==> src/rtl/vn_control_unit_pkg.sv <==
`default_nettype none
// ============================================================================
// Module      : vn_control_unit_pkg
// Description : Shared definitions for the 16-bit Von Neumann sequencer.
//               Holds the opcode map (shared with the external ALU), the
//               sequencer state encoding and the decoded-instruction bundle.
// Revision    : 1.0  initial release
// ============================================================================
package vn_control_unit_pkg;

    // Opcode map, IR[15:12]. ALU opcodes are forwarded verbatim to the ALU.
    localparam logic [3:0] OP_NOP   = 4'b0000;
    localparam logic [3:0] OP_ADD   = 4'b0001;
    localparam logic [3:0] OP_SUB   = 4'b0010;
    localparam logic [3:0] OP_AND   = 4'b0011;
    localparam logic [3:0] OP_OR    = 4'b0100;
    localparam logic [3:0] OP_XOR   = 4'b0101;
    localparam logic [3:0] OP_NOT   = 4'b0110;
    localparam logic [3:0] OP_LOAD  = 4'b0111;
    localparam logic [3:0] OP_STORE = 4'b1000;
    localparam logic [3:0] OP_JMP   = 4'b1001;
    localparam logic [3:0] OP_BEQZ  = 4'b1010;
    localparam logic [3:0] OP_HALT  = 4'b1111;

    // Sequencer states; the encoding is visible on the debug 'state' port.
    typedef enum logic [2:0] {
        ST_FETCH   = 3'd0,
        ST_DECODE  = 3'd1,
        ST_EXECUTE = 3'd2,
        ST_MEM     = 3'd3,
        ST_HALT    = 3'd4
    } state_t;

    // Decoded view of one instruction word.
    typedef struct packed {
        logic        is_alu;
        logic        is_load;
        logic        is_store;
        logic        is_jmp;
        logic        is_beqz;
        logic        is_halt;
        logic [3:0]  rd;
        logic [3:0]  rs1;
        logic [3:0]  rs2;
        logic [11:0] target;
    } decode_t;

endpackage : vn_control_unit_pkg
`default_nettype wire

==> src/rtl/vn_instr_decode.sv <==
`default_nettype none
// ============================================================================
// Module      : vn_instr_decode
// Description : Purely combinational instruction decoder. Splits a 16-bit
//               instruction word into class flags and register/target fields.
//               Any opcode not listed decodes as NOP (all flags clear).
// Ports       : i_ir  [15:0] instruction word
//               o_dec        decoded bundle (decode_t)
// Revision    : 1.0  initial release
// ============================================================================
module vn_instr_decode
    import vn_control_unit_pkg::*;
(
    input  logic [15:0] i_ir,
    output decode_t     o_dec
);

    logic [3:0] w_op;
    assign w_op = i_ir[15:12];

    always_comb begin
        o_dec          = '0;
        o_dec.rd       = i_ir[11:8];
        o_dec.rs1      = i_ir[7:4];
        o_dec.rs2      = i_ir[3:0];
        o_dec.target   = i_ir[11:0];
        unique case (w_op)
            OP_ADD, OP_SUB, OP_AND,
            OP_OR,  OP_XOR, OP_NOT : o_dec.is_alu   = 1'b1;
            OP_LOAD                : o_dec.is_load  = 1'b1;
            OP_STORE               : o_dec.is_store = 1'b1;
            OP_JMP                 : o_dec.is_jmp   = 1'b1;
            OP_BEQZ                : o_dec.is_beqz  = 1'b1;
            OP_HALT                : o_dec.is_halt  = 1'b1;
            default                : ;
        endcase
    end

endmodule : vn_instr_decode
`default_nettype wire

==> src/rtl/vn_control_unit.sv <==
`default_nettype none
// ============================================================================
// Module      : vn_control_unit
// Description : Multi-cycle fetch/decode/execute sequencer. Owns PC, IR and
//               the latched zero flag, arbitrates the single memory port
//               between instruction fetch and LOAD/STORE, and steers the
//               external register file and ALU.
// Ports       : clk, reset (sync, active-high)
//               mem_rdata/mem_ready           memory response
//               rs1_data                      LOAD/STORE address from RF
//               alu_zero                      ALU zero output
//               mem_req/mem_we/mem_addr       memory request
//               rf_raddr1/rf_raddr2/rf_waddr  register-file addresses
//               rf_we/wb_sel                  write-back control
//               alu_opcode                    ALU operation (EXECUTE only)
//               pc/halted/state               status and debug
// Revision    : 1.0  initial release
// ============================================================================
module vn_control_unit
    import vn_control_unit_pkg::*;
#(
    parameter int              ADDR_W   = 16,
    parameter int              DATA_W   = 16,
    parameter logic [ADDR_W-1:0] RESET_PC = '0
) (
    input  logic              clk,
    input  logic              reset,
    input  logic [DATA_W-1:0] mem_rdata,
    input  logic              mem_ready,
    input  logic [DATA_W-1:0] rs1_data,
    input  logic              alu_zero,
    output logic              mem_req,
    output logic              mem_we,
    output logic [ADDR_W-1:0] mem_addr,
    output logic [3:0]        rf_raddr1,
    output logic [3:0]        rf_raddr2,
    output logic [3:0]        rf_waddr,
    output logic              rf_we,
    output logic              wb_sel,
    output logic [3:0]        alu_opcode,
    output logic [ADDR_W-1:0] pc,
    output logic              halted,
    output logic [2:0]        state
);

    localparam logic [ADDR_W-1:0] c_pc_one = {{(ADDR_W-1){1'b0}}, 1'b1};

    state_t            r_state_q, w_state_d;
    logic [ADDR_W-1:0] r_pc_q,    w_pc_d;
    logic [DATA_W-1:0] r_ir_q,    w_ir_d;
    logic              r_zflag_q, w_zflag_d;

    decode_t           w_dec;
    logic [ADDR_W-1:0] w_target;

    logic              w_mem_req;
    logic              w_mem_we;
    logic [ADDR_W-1:0] w_mem_addr;
    logic              w_rf_we;
    logic              w_wb_sel;
    logic [3:0]        w_alu_opcode;
    logic              w_halted;

    vn_instr_decode u_decode (
        .i_ir  (r_ir_q[15:0]),
        .o_dec (w_dec)
    );

    // Branch targets are 12-bit absolute addresses, zero-extended.
    assign w_target = {{(ADDR_W-12){1'b0}}, w_dec.target};

    always_ff @(posedge clk) begin
        if (reset) begin
            r_state_q <= ST_FETCH;
            r_pc_q    <= RESET_PC;
            r_ir_q    <= '0;
            r_zflag_q <= 1'b0;
        end else begin
            r_state_q <= w_state_d;
            r_pc_q    <= w_pc_d;
            r_ir_q    <= w_ir_d;
            r_zflag_q <= w_zflag_d;
        end
    end

    always_comb begin
        w_state_d    = r_state_q;
        w_pc_d       = r_pc_q;
        w_ir_d       = r_ir_q;
        w_zflag_d    = r_zflag_q;
        w_mem_req    = 1'b0;
        w_mem_we     = 1'b0;
        w_mem_addr   = r_pc_q;
        w_rf_we      = 1'b0;
        w_wb_sel     = 1'b0;
        w_alu_opcode = 4'b0000;
        w_halted     = 1'b0;

        unique case (r_state_q)
            ST_FETCH: begin
                w_mem_req = 1'b1;
                if (mem_ready) begin
                    w_ir_d    = mem_rdata;
                    w_pc_d    = r_pc_q + c_pc_one;
                    w_state_d = ST_DECODE;
                end
            end

            ST_DECODE: begin
                if (w_dec.is_alu) begin
                    w_state_d = ST_EXECUTE;
                end else if (w_dec.is_load || w_dec.is_store) begin
                    w_state_d = ST_MEM;
                end else if (w_dec.is_halt) begin
                    w_state_d = ST_HALT;
                end else begin
                    // JMP, BEQZ and NOP all return straight to fetch.
                    if (w_dec.is_jmp || (w_dec.is_beqz && r_zflag_q)) begin
                        w_pc_d = w_target;
                    end
                    w_state_d = ST_FETCH;
                end
            end

            ST_EXECUTE: begin
                w_alu_opcode = r_ir_q[15:12];
                w_rf_we      = 1'b1;
                w_zflag_d    = alu_zero;
                w_state_d    = ST_FETCH;
            end

            ST_MEM: begin
                w_mem_req  = 1'b1;
                w_mem_we   = w_dec.is_store;
                w_mem_addr = rs1_data[ADDR_W-1:0];
                if (mem_ready) begin
                    // Load data is written back in the very cycle it arrives.
                    w_rf_we   = w_dec.is_load;
                    w_wb_sel  = w_dec.is_load;
                    w_state_d = ST_FETCH;
                end
            end

            ST_HALT: begin
                w_halted = 1'b1;
            end

            default: begin
                w_state_d = ST_FETCH;
            end
        endcase
    end

    // Strobes are masked while reset is high so an outstanding request is
    // dropped at once rather than completing against a reset sequencer.
    assign mem_req    = w_mem_req & ~reset;
    assign mem_we     = w_mem_we  & ~reset;
    assign rf_we      = w_rf_we   & ~reset;
    assign wb_sel     = w_wb_sel  & ~reset;
    assign halted     = w_halted  & ~reset;
    assign alu_opcode = reset ? 4'b0000 : w_alu_opcode;
    assign mem_addr   = w_mem_addr;

    assign rf_raddr1  = w_dec.rs1;
    assign rf_raddr2  = w_dec.rs2;
    assign rf_waddr   = w_dec.rd;
    assign pc         = r_pc_q;
    assign state      = r_state_q;

endmodule : vn_control_unit
`default_nettype wire

==> config.mk <==
export PLATFORM = sky130hd
export DESIGN_NAME = vn_control_unit
export DESIGN_NICKNAME = d
export VERILOG_FILES = /design/src/rtl/vn_control_unit_pkg.sv /design/src/rtl/vn_instr_decode.sv /design/src/rtl/vn_control_unit.sv
export SDC_FILE = /design/constraint.sdc
export NUM_CORES = 1
export LEC_CHECK = 0
export CAP_MARGIN = 10
export CORE_ASPECT_RATIO = 1.2
export CORE_MARGIN = 2
export CORE_UTILIZATION = 29
export DETAILED_ROUTE_END_ITERATION = 10
export GPL_ROUTABILITY_DRIVEN = 0
export MAX_ROUTING_LAYER = met4
export PLACE_DENSITY = 0.65
export SLEW_MARGIN = 0
export SYNTH_ARGS = -nofsm -noshare
export SYNTH_HDL_FRONTEND = slang
export SYNTH_SLANG_ARGS = --single-unit
==> constraint.sdc <==
create_clock -name clk -period 2.37 [get_ports clk]
set_input_delay 0.711 -clock clk [delete_from_list [all_inputs] [get_ports clk]]
set_output_delay 0.711 -clock clk [all_outputs]
set_load 0.1 [all_outputs]
== Word-level counts from Yosys, hierarchy flattened ==
Index checks and enable logic that the tools add are counted.

* Bits in registers: 36
* Bits of input ports: 36
* Output and inout port bits: 56
* Word-level logic and storage cells: 70

* Add/subtract/negate cells: 1
* Equal/unequal tests: 21
* Muxes and demuxes: 27
* Bitwise logic cells: 7
* Reduce and logical (&&, ||, !) cells: 10

{| class="wikitable"
|+ Operators with widths
! operator !! count
|-
| $mux W16 || 6
|-
| $pmux W16 S2 || 1
|-
| $add A16 B1 Y16 const B || 1
|-
| $eq A4 B3 Y1 const B || 4
|-
| $eq A4 B4 Y1 const B || 4
|-
| $mux W3 || 5
|-
| $ne A2 B2 Y1 const B || 6
|-
| $pmux W3 S4 || 1
|-
| $mux W1 || 11
|-
| $eq A4 B2 Y1 const B || 2
|-
| $mux W4 || 2
|-
| $eq A3 B2 Y1 const B || 2
|-
| $reduce_and A6 Y1 || 1
|-
| $reduce_or A6 Y1 || 1
|-
| $and A1 B1 Y1 || 5
|-
| $eq A4 B1 Y1 const B || 1
|-
| $eq A3 B1 Y1 const B || 1
|-
| $eq A3 B3 Y1 const B || 1
|-
| $logic_not A3 Y1 || 1
|-
| $reduce_and A3 Y1 || 1
|-
| $logic_or A1 B1 Y1 || 2
|-
| $not A1 Y1 || 2
|-
| $pmux W1 S2 || 1
|-
| $reduce_and A2 Y1 || 1
|-
| other kinds (3) || 3
|}

== Depth between registers and ports, before layout ==
* Depth in word-level cells: 9
* Mapped depth: 8
* Depth with buffers taken out: 5

== Cells and area by module ==
A second synthesis with hierarchy kept.

* Cells, all modules: 287
* Area total of the unflattened synthesis: 2227.1 sq um

{| class="wikitable"
|+ By module, submodules not included
! module !! times used !! cells each !! area an instance (sq um) !! sequential area each (sq um)
|-
| vn_control_unit || 1 || 254 || 1994.4 || 720.7
|-
| vn_instr_decode || 1 || 33 || 232.7 || 0.0
|}

== Worst setup path before layout ==
Ideal clock, no wire load.

* Path type: register to output
* From: register r_state_q[0], in the netlist state[0]
* To: output rf_we
* Arrival: 5.287 ns
* Required time: 1.659 ns
* Slack: -3.628 ns
* Stages on the path, launching flop included: 4
* Buffers on the path: 0
* Path through: dfxtp_1 > nand3b_1 > nor4_1 > or2_2

* Word-level cells in the longest chain between the ends: 3
* Elaborated cells on any way between the ends: 4
* Those cells by class: 2 x eq/ne; 1 x mux; 1 x bitwise

{| class="wikitable"
|+ RTL lines
! element !! line !! RTL
|-
| from (decl) || vn_control_unit.sv:48 || <nowiki>state_t r_state_q, w_state_d;</nowiki>
|-
| from (signal assigned) || vn_control_unit.sv:79 || <nowiki>r_state_q <= w_state_d;</nowiki>
|-
| $eq A3 B2 Y1 || vn_control_unit.sv:99 || <nowiki>unique case (r_state_q)</nowiki>
|-
| $pmux W1 S2 (*) || vn_control_unit.sv:99 ||
|-
| $and A1 B1 Y1 (*) || vn_control_unit.sv:158 || <nowiki>assign rf_we = w_rf_we & ~reset;</nowiki>
|-
| to (decl) || vn_control_unit.sv:38 || <nowiki>output logic rf_we,</nowiki>
|}

Mark *: on every way between the ends. The rest lies on a longest branch, timed or not.

== Final worst setup path ==
* From: input mem_ready
* To: output rf_we

* Word-level cells in the longest chain between the ends: 3

{| class="wikitable"
|+ RTL lines
! element !! line !! RTL
|-
| from (decl) || vn_control_unit.sv:29 || <nowiki>input logic mem_ready,</nowiki>
|-
| $mux W1 || vn_control_unit.sv:136 || <nowiki>if (mem_ready) begin</nowiki>
|-
| $pmux W1 S2 || vn_control_unit.sv:99 ||
|-
| $and A1 B1 Y1 || vn_control_unit.sv:158 ||
|}

Every way passes these cells.

==> flow_metrics.py <==
metrics = {
    "outcome": {
        "status": "finished, violations left",
        "violations": "setup timing",
    },
    "yosys": {
        "yosysTopAreaCell": "dfxtp_1",
        "netlist_area_um2": 2120,
        "synth_cell_types": 44,
        "seq_area_frac_synth_pct": 34.1,
        "synthTopCellsByArea": "dfxtp_1 34%, nand2_1 9.4%, mux2_2 8.5%, a21oi_1 7.8%, buf_4 4.3%",
        "avgSynthCellArea_um2": 7.87,
        "synth_flop_cell": "dfxtp_1",
        "synthTopCellsByCount": "53 x nand2_1, 36 x dfxtp_1, 33 x a21oi_1",
        "synth-warning-count": 0,
        "ys_ff_latch": 36,
        "synth_top_cell_area_share_pct": 34.1,
        "synth_most_common_cell": "nand2_1",
        "syn_inst": 269,
        "syn_nets": 306,
        "synth_edf_count": 0,
        "async_flop_share_pct": 0,
    },
    "floorplan": {
        "die_w_um": 82.0,
        "pin_count": 92,
        "rows": 34,
        "coreArea_um2": 7150,
        "dieArea_um2": 8000,
        "die_y_um": 97.6,
        "start_util_pct": 29.6,
    },
    "sta": {
        "worst_pin_slew_ps": 537,
        "finalSetupTns_ps": -4.76,
        "setup_ws_ps": -4.76,
        "fmaxAchievable_mhz": 421,
        "clock_skew_ps": 5.48,
        "min_period_ps": 2370,
        "fin_crit_sh_pct": 100,
        "hold_violations": 0,
        "slew_headroom_pct": 63.8,
        "setup_viol": 1,
        "rsz0062_at_grt": "true",
        "slew_viol_final": 0,
    },
    "detailed_routing": {
        "drc": 0,
        "final_antenna_net_count": 0,
        "routedWlPerCell_um": 14.2,
        "vias": 2279,
        "detail_route.first_pass.iterations": 4,
        "avgViaCountPerCell": 5.03,
        "initialDrtViolationCount": 106,
        "totalWireLength_mm": 6.43,
    },
    "layout": {
        "nets": 399,
        "diodes": 0,
        "num-fill-cells": 725,
        "fin_area_um2": 3540,
        "syn_to_final_growth_pct": 67.4,
        "drive_gt1_share_pct": 35.5,
    },
    "setup_path": {
        "reg2reg_depth": 7,
        "rr_startpoint": "r_ir_q[12]",
        "startpoint_type": "input port",
        "path_class": "input port to output port",
        "r2r-end": "pc[0]",
        "critPathMaxFanout": 2,
        "worstPathArrival_ps": 1660,
        "critPathRequiredTime_ps": 1660,
        "end_kind": "output port",
        "reg2reg_slack_ps": 370,
    },
    "power_and_ir_drop": {
        "switchingPower_mw": 0.808,
        "swShare_pct": 41.9,
        "internal-power_mw": 1.12,
        "power_frac_comb_pct": 42.5,
        "p_leak_nw": 1.42,
        "powerDensity_nw_per_um2": 545,
        "finalPower_mw": 1.93,
        "irDropWorstVdd_uv": 341,
        "clkPwrFrac_pct": 22.0,
        "power_frac_seq_pct": 35.5,
    },
    "clock_tree": {
        "htreeDepth": 2,
        "hold_buffers": 0,
        "cts.clk_slew.worst_paths_ps": 70,
        "clk_path_buf_depth": 2,
        "cts_sinks": 36,
        "cts_inserted_buffers": 5,
        "clock_latency_ps": 290,
        "cts_tree": "yes",
        "cts-root-buf": "clkbuf_8",
    },
    "grt": {
        "grt.total_usage_pct": 17.3,
        "grt_max_degree": 22,
        "gr-total-overflow": 0,
        "grt_pass1_vias": 2190,
        "grt_first_pass_wirelength_mm": 10.8,
        "antenna_found_initial": 0,
    },
    "min_path": {
        "holdPathEnd": "r_ir_q[4]",
        "min_from": "r_ir_q[4]",
        "holdPathStages": 2,
        "min_path_type": "flop to flop",
    },
    "placed_design": {
        "io_buffers": 91,
        "dpl-instance-area_um2": 3430,
        "hpwlAfterDp_mm": 4.89,
    },
    "flow_run": {
        "maxCapViolCount": 0,
    },
}
[sequential cells by signal (all words and copies together) (netlist names)]
signal,flops
r_ir_q,16
state,3
pc,16
r_zflag_q,1
[kinds of logic (layout without fill, tap and decap cells)]
kind of cell,Yosys count,count (layout),share of synthesized area [%]
xor+xnor,2,2,0.828
fa+ha+maj,1,1,0.591
buf+inv,32,126,9.05
compound gates,64,64,19.0
mux,17,17,8.99
flops,36,36,34.1
simple gates,117,117,27.4
[per-layer routing]
| metal | global-route usage (%) | routed length [um] |
|---|---|---|
| met5 | - | 0 |
| met4 | 5.13 | 78 |
| met3 | 3.16 | 324 |
| met2 | 28.7 | 3380 |
| met1 | 21.0 | 2650 |
[power groups by stage]
| stage | Combinational, mW | Sequential [mW] | Clock, mW |
|---|---|---|---|
| 6_report | 0.819 | 0.685 | 0.425 |
| 5_1_grt | 0.865 | 0.691 | 0.455 |
| 4_1_cts | 0.823 | 0.684 | 0.440 |
| 3_5_place_dp | 0.807 | 0.706 | 0 |
| 3_3_place_gp | 0.801 | 0.705 | 0 |
| 2_1_floorplan | 0.462 | 0.803 | 0 |
[cell type report]
| cell class | count | area (um^2) | share of cell area [%] |
|---|---|---|---|
| inverter | 4 | 15.0 | 0.424 |
| clock buffer | 7 | 76.3 | 2.16 |
| sequential | 36 | 737 | 20.8 |
| multi-input combinational | 201 | 1320 | 37.3 |
| timing repair buffer | 114 | 1270 | 35.9 |
| clock inverter | 1 | 5.00 | 0.141 |
| tap | 90 | 113 | 3.18 |
[placed cells by master (no fill, tap or decap), drive strengths merged, types with 3 or more instances in the layout]
master	netlist	layout
inv	4	4
a211oi	4	4
nand2	53	53
nor3	11	11
mux2	16	16
nand3b	3	3
a31o	3	3
nand3	6	6
nor2	14	14
or2	3	3
o21ai	8	8
a21oi	33	33
buf	18	80
clkbuf	10	7
clkdlybuf4s50	0	33
and2	4	4
o32ai	3	3
dfxtp	36	36
nand2b	3	3
nand4	5	5
nor4	3	3
[worst max-delay path, stage by stage]
cell	delay [ps]
clkdlybuf4s15_2	180
nand2b_1	80
nor4_4	340
or2_4	180
buf_12	160
[metrics by stage]
stage | hold WS [ps] | cells | setup WS [ps] | utilization, %
4_1_cts | 483 | 453 | 2.92 | 49.5
3_5_place_dp | 472 | 443 | -345 | 48.0
5_1_grt | 509 | 453 | -43.1 | 49.5
6_report | 480 | 453 | -4.76 | 49.5
2_1_floorplan | 447 | 269 | -905 | -
3_3_place_gp | 463 | 443 | -299 | 48.0
[worst max path at each step]
stage	startpoint	end	cells past startpoint
detailed placement	reset	alu_opcode[3]	5
global placement	reset	alu_opcode[3]	5
floorplan	state[1]	rf_we	4
CTS	state[2]	mem_addr[2]	4
finish	mem_ready	rf_we	5
global route	state[2]	mem_addr[0]	4
[repair_timing]
item | in CTS | in global routing
pin swaps | 2 | 0
gates resized for setup | 11 | 0
buffers inserted | 2 | 0
setup endpoints to repair | 17 | 17
No activity file was read; power rests on OpenSTA's default activity.
==> RTL change: new RTL, config.mk and constraints unchanged <==
Make the reset (`reset`) asynchronous in one clocked block.
--- a/src/rtl/vn_control_unit.sv
+++ b/src/rtl/vn_control_unit.sv
@@ -69,7 +69,7 @@
     // Branch targets are 12-bit absolute addresses, zero-extended.
     assign w_target = {{(ADDR_W-12){1'b0}}, w_dec.target};
 
-    always_ff @(posedge clk) begin
+    always_ff @(posedge clk or posedge reset) begin
         if (reset) begin
             r_state_q <= ST_FETCH;
             r_pc_q    <= RESET_PC;
Function: differs if reset is asserted again (counterexample within 4 cycles, from zero or initial values and one cycle with reset high); with reset held inactive, the same outputs for 4 cycles.
==> RTL change against the unedited design <==
- the flow still finishes with violations (setup timing)
- critical endpoint is now mem_addr[13]
- synthesized cell count fell by 17%
- worst setup slack got worse by 0.084 ns
- sequential cell count did not move
- synthesized area rose by 7.6%
- clock skew rose by 0.0094 ns
- count of clock-buffer cells in the layout fell by 2
- wire length rose by 5.6%
- cell area rose by 7.8%
Power is left out: the tool's default activity adds up to more than one toggle a clock period on the data nets, which glitch-free logic cannot reach.
==> RTL change: results (changes against the unedited design) <==
[status]
status = complete, but fails checks
violations = setup timing

[placed_design]
dpl-instance-area_um2 = 3635  ; +5.9%
dp_hpwl_mm = 4.615  ; -5.6%

[yosys]
synth.distinct_cells = 48  ; +9.1%
synthAdderAreaFrac_pct = 0.5498  ; -0.042 points
synth_xor_area_share_pct = 0.3848  ; -0.44 points
yosys-top-cells-area = dfrtp_1 (40%), mux2_2 (16%), buf_4 (4.6%), a2bb2oi_1 (3.1%), nor3_1 (2.6%)
synth_compound_area_share_pct = 13.63  ; -5.4 points

[timing]
fin_worst_skew_ns = 0.01485  ; +0.009375 ns
tightest_slew_ns = 0.8045  ; +0.2671 ns
layout_setup_ws_ns = -0.08920  ; -0.08444 ns
fin_tns_setup_ns = -1.069  ; -1.064 ns
final-setup-viol-count = 21  ; +20

[route]
drt_iter0_markers = 99  ; -6.6%
routed_wl_mm = 6.793  ; +5.6%

[grt]
grt_max_degree = 37  ; +68%
grt_usage_pct = 16.40  ; -0.90 points
grt_pass1_wl_mm = 10.78  ; about the same
first_global_vias = 2129  ; -2.8%

[cells_and_area]
final_common_cell = buf_4

[critical_path]
slowest_stage = dfrtp_4
crit_path_max_incr_delay_ns = 0.47  ; +0.13 ns
cp_max_fo = 5  ; +3
cp_top_family = flip-flops

[cts]
cts_made_buffers = 5  ; unchanged

==> RTL change: cell types whose count changed after synthesis, moves of 8 or more <==
| cell | before | now |
|---|---|---|
| nand2_1 | 53 | 14 |
| dfrtp_1 | 0 | 36 |
| mux2_2 | 16 | 33 |
| a2bb2oi_1 | 0 | 8 |
| dfxtp_1 | 36 | 0 |
| nor2_1 | 14 | 5 |
| a21oi_1 | 33 | 3 |
==> RTL change: cell families (layout without fill, tap and decap cells) <==
| group | after synthesis | after routing |
|---|---|---|
| buffers and inverters | 32 | 132 |
| AND/OR/NAND/NOR | 73 | 76 |
| adder cells (fa/ha/maj) | 1 | 1 |
| XOR/XNOR | 1 | 1 |
| multiplexers | 37 | 37 |
| AO/OA/AOI/OAI | 42 | 42 |
| flip-flops | 36 | 36 |
==> RTL change: final timing paths <==
path,from,to,slack (ns),cells after the start
max,state[2],mem_addr[13],-0.09,4
max in group asynchronous,reset,state[2],1.25,4
min in group asynchronous,reset,r_ir_q[6],0.75,4
min,r_zflag_q,r_zflag_q,0.53,1
max reg2reg,state[1],pc[11],0.25,6
min reg2reg,r_zflag_q,r_zflag_q,0.53,1
==> RTL change: metrics by stage <==
stage                     hold slack, ns  utilization, %  setup slack, ns  cells
after floorplan                   0.4726               -          -0.5942    222
after global placement            0.5127           47.43          -0.3926    398
after detailed placement          0.5128           47.43          -0.4173    398
final                             0.5287           49.81         -0.08920    417
after CTS                         0.5306           49.80          -0.1175    416
after global routing              0.5701           49.81          -0.1252    417
==> RTL change: per-layer routing <==
layer / GRT usage (%) / vias up / wire (um) / part of all wire, %
met5: - / - / 0 / 0
met4: 5.983 / 0 / 146 / 2.1
met3: 3.194 / 13 / 312 / 4.6
met2: 27.38 / 68 / 3480 / 51
met1: 19.74 / 1067 / 2854 / 42
li1: - / 1025 / - / -
==> RTL change: area by class of cell <==
cell class              instances  area [um2]
multi-input cells             157        1292
clock inverters                 3       23.77
flip-flops and latches         36       917.1
repair buffers                119        1371
fillers                       679        3846
well taps                      92       115.1
clock buffers                   5       68.82
inverters                       5       28.78
==> RTL change: what timing repair did <==
item / CTS / global route
resized for setup: 16 / 2
endpoints found under the setup margin: 25 / 24
buffers inserted: 7 / 1
hold buffers: 0 / 0
pin swaps: 6 / 4
gates cloned: 3 / 0
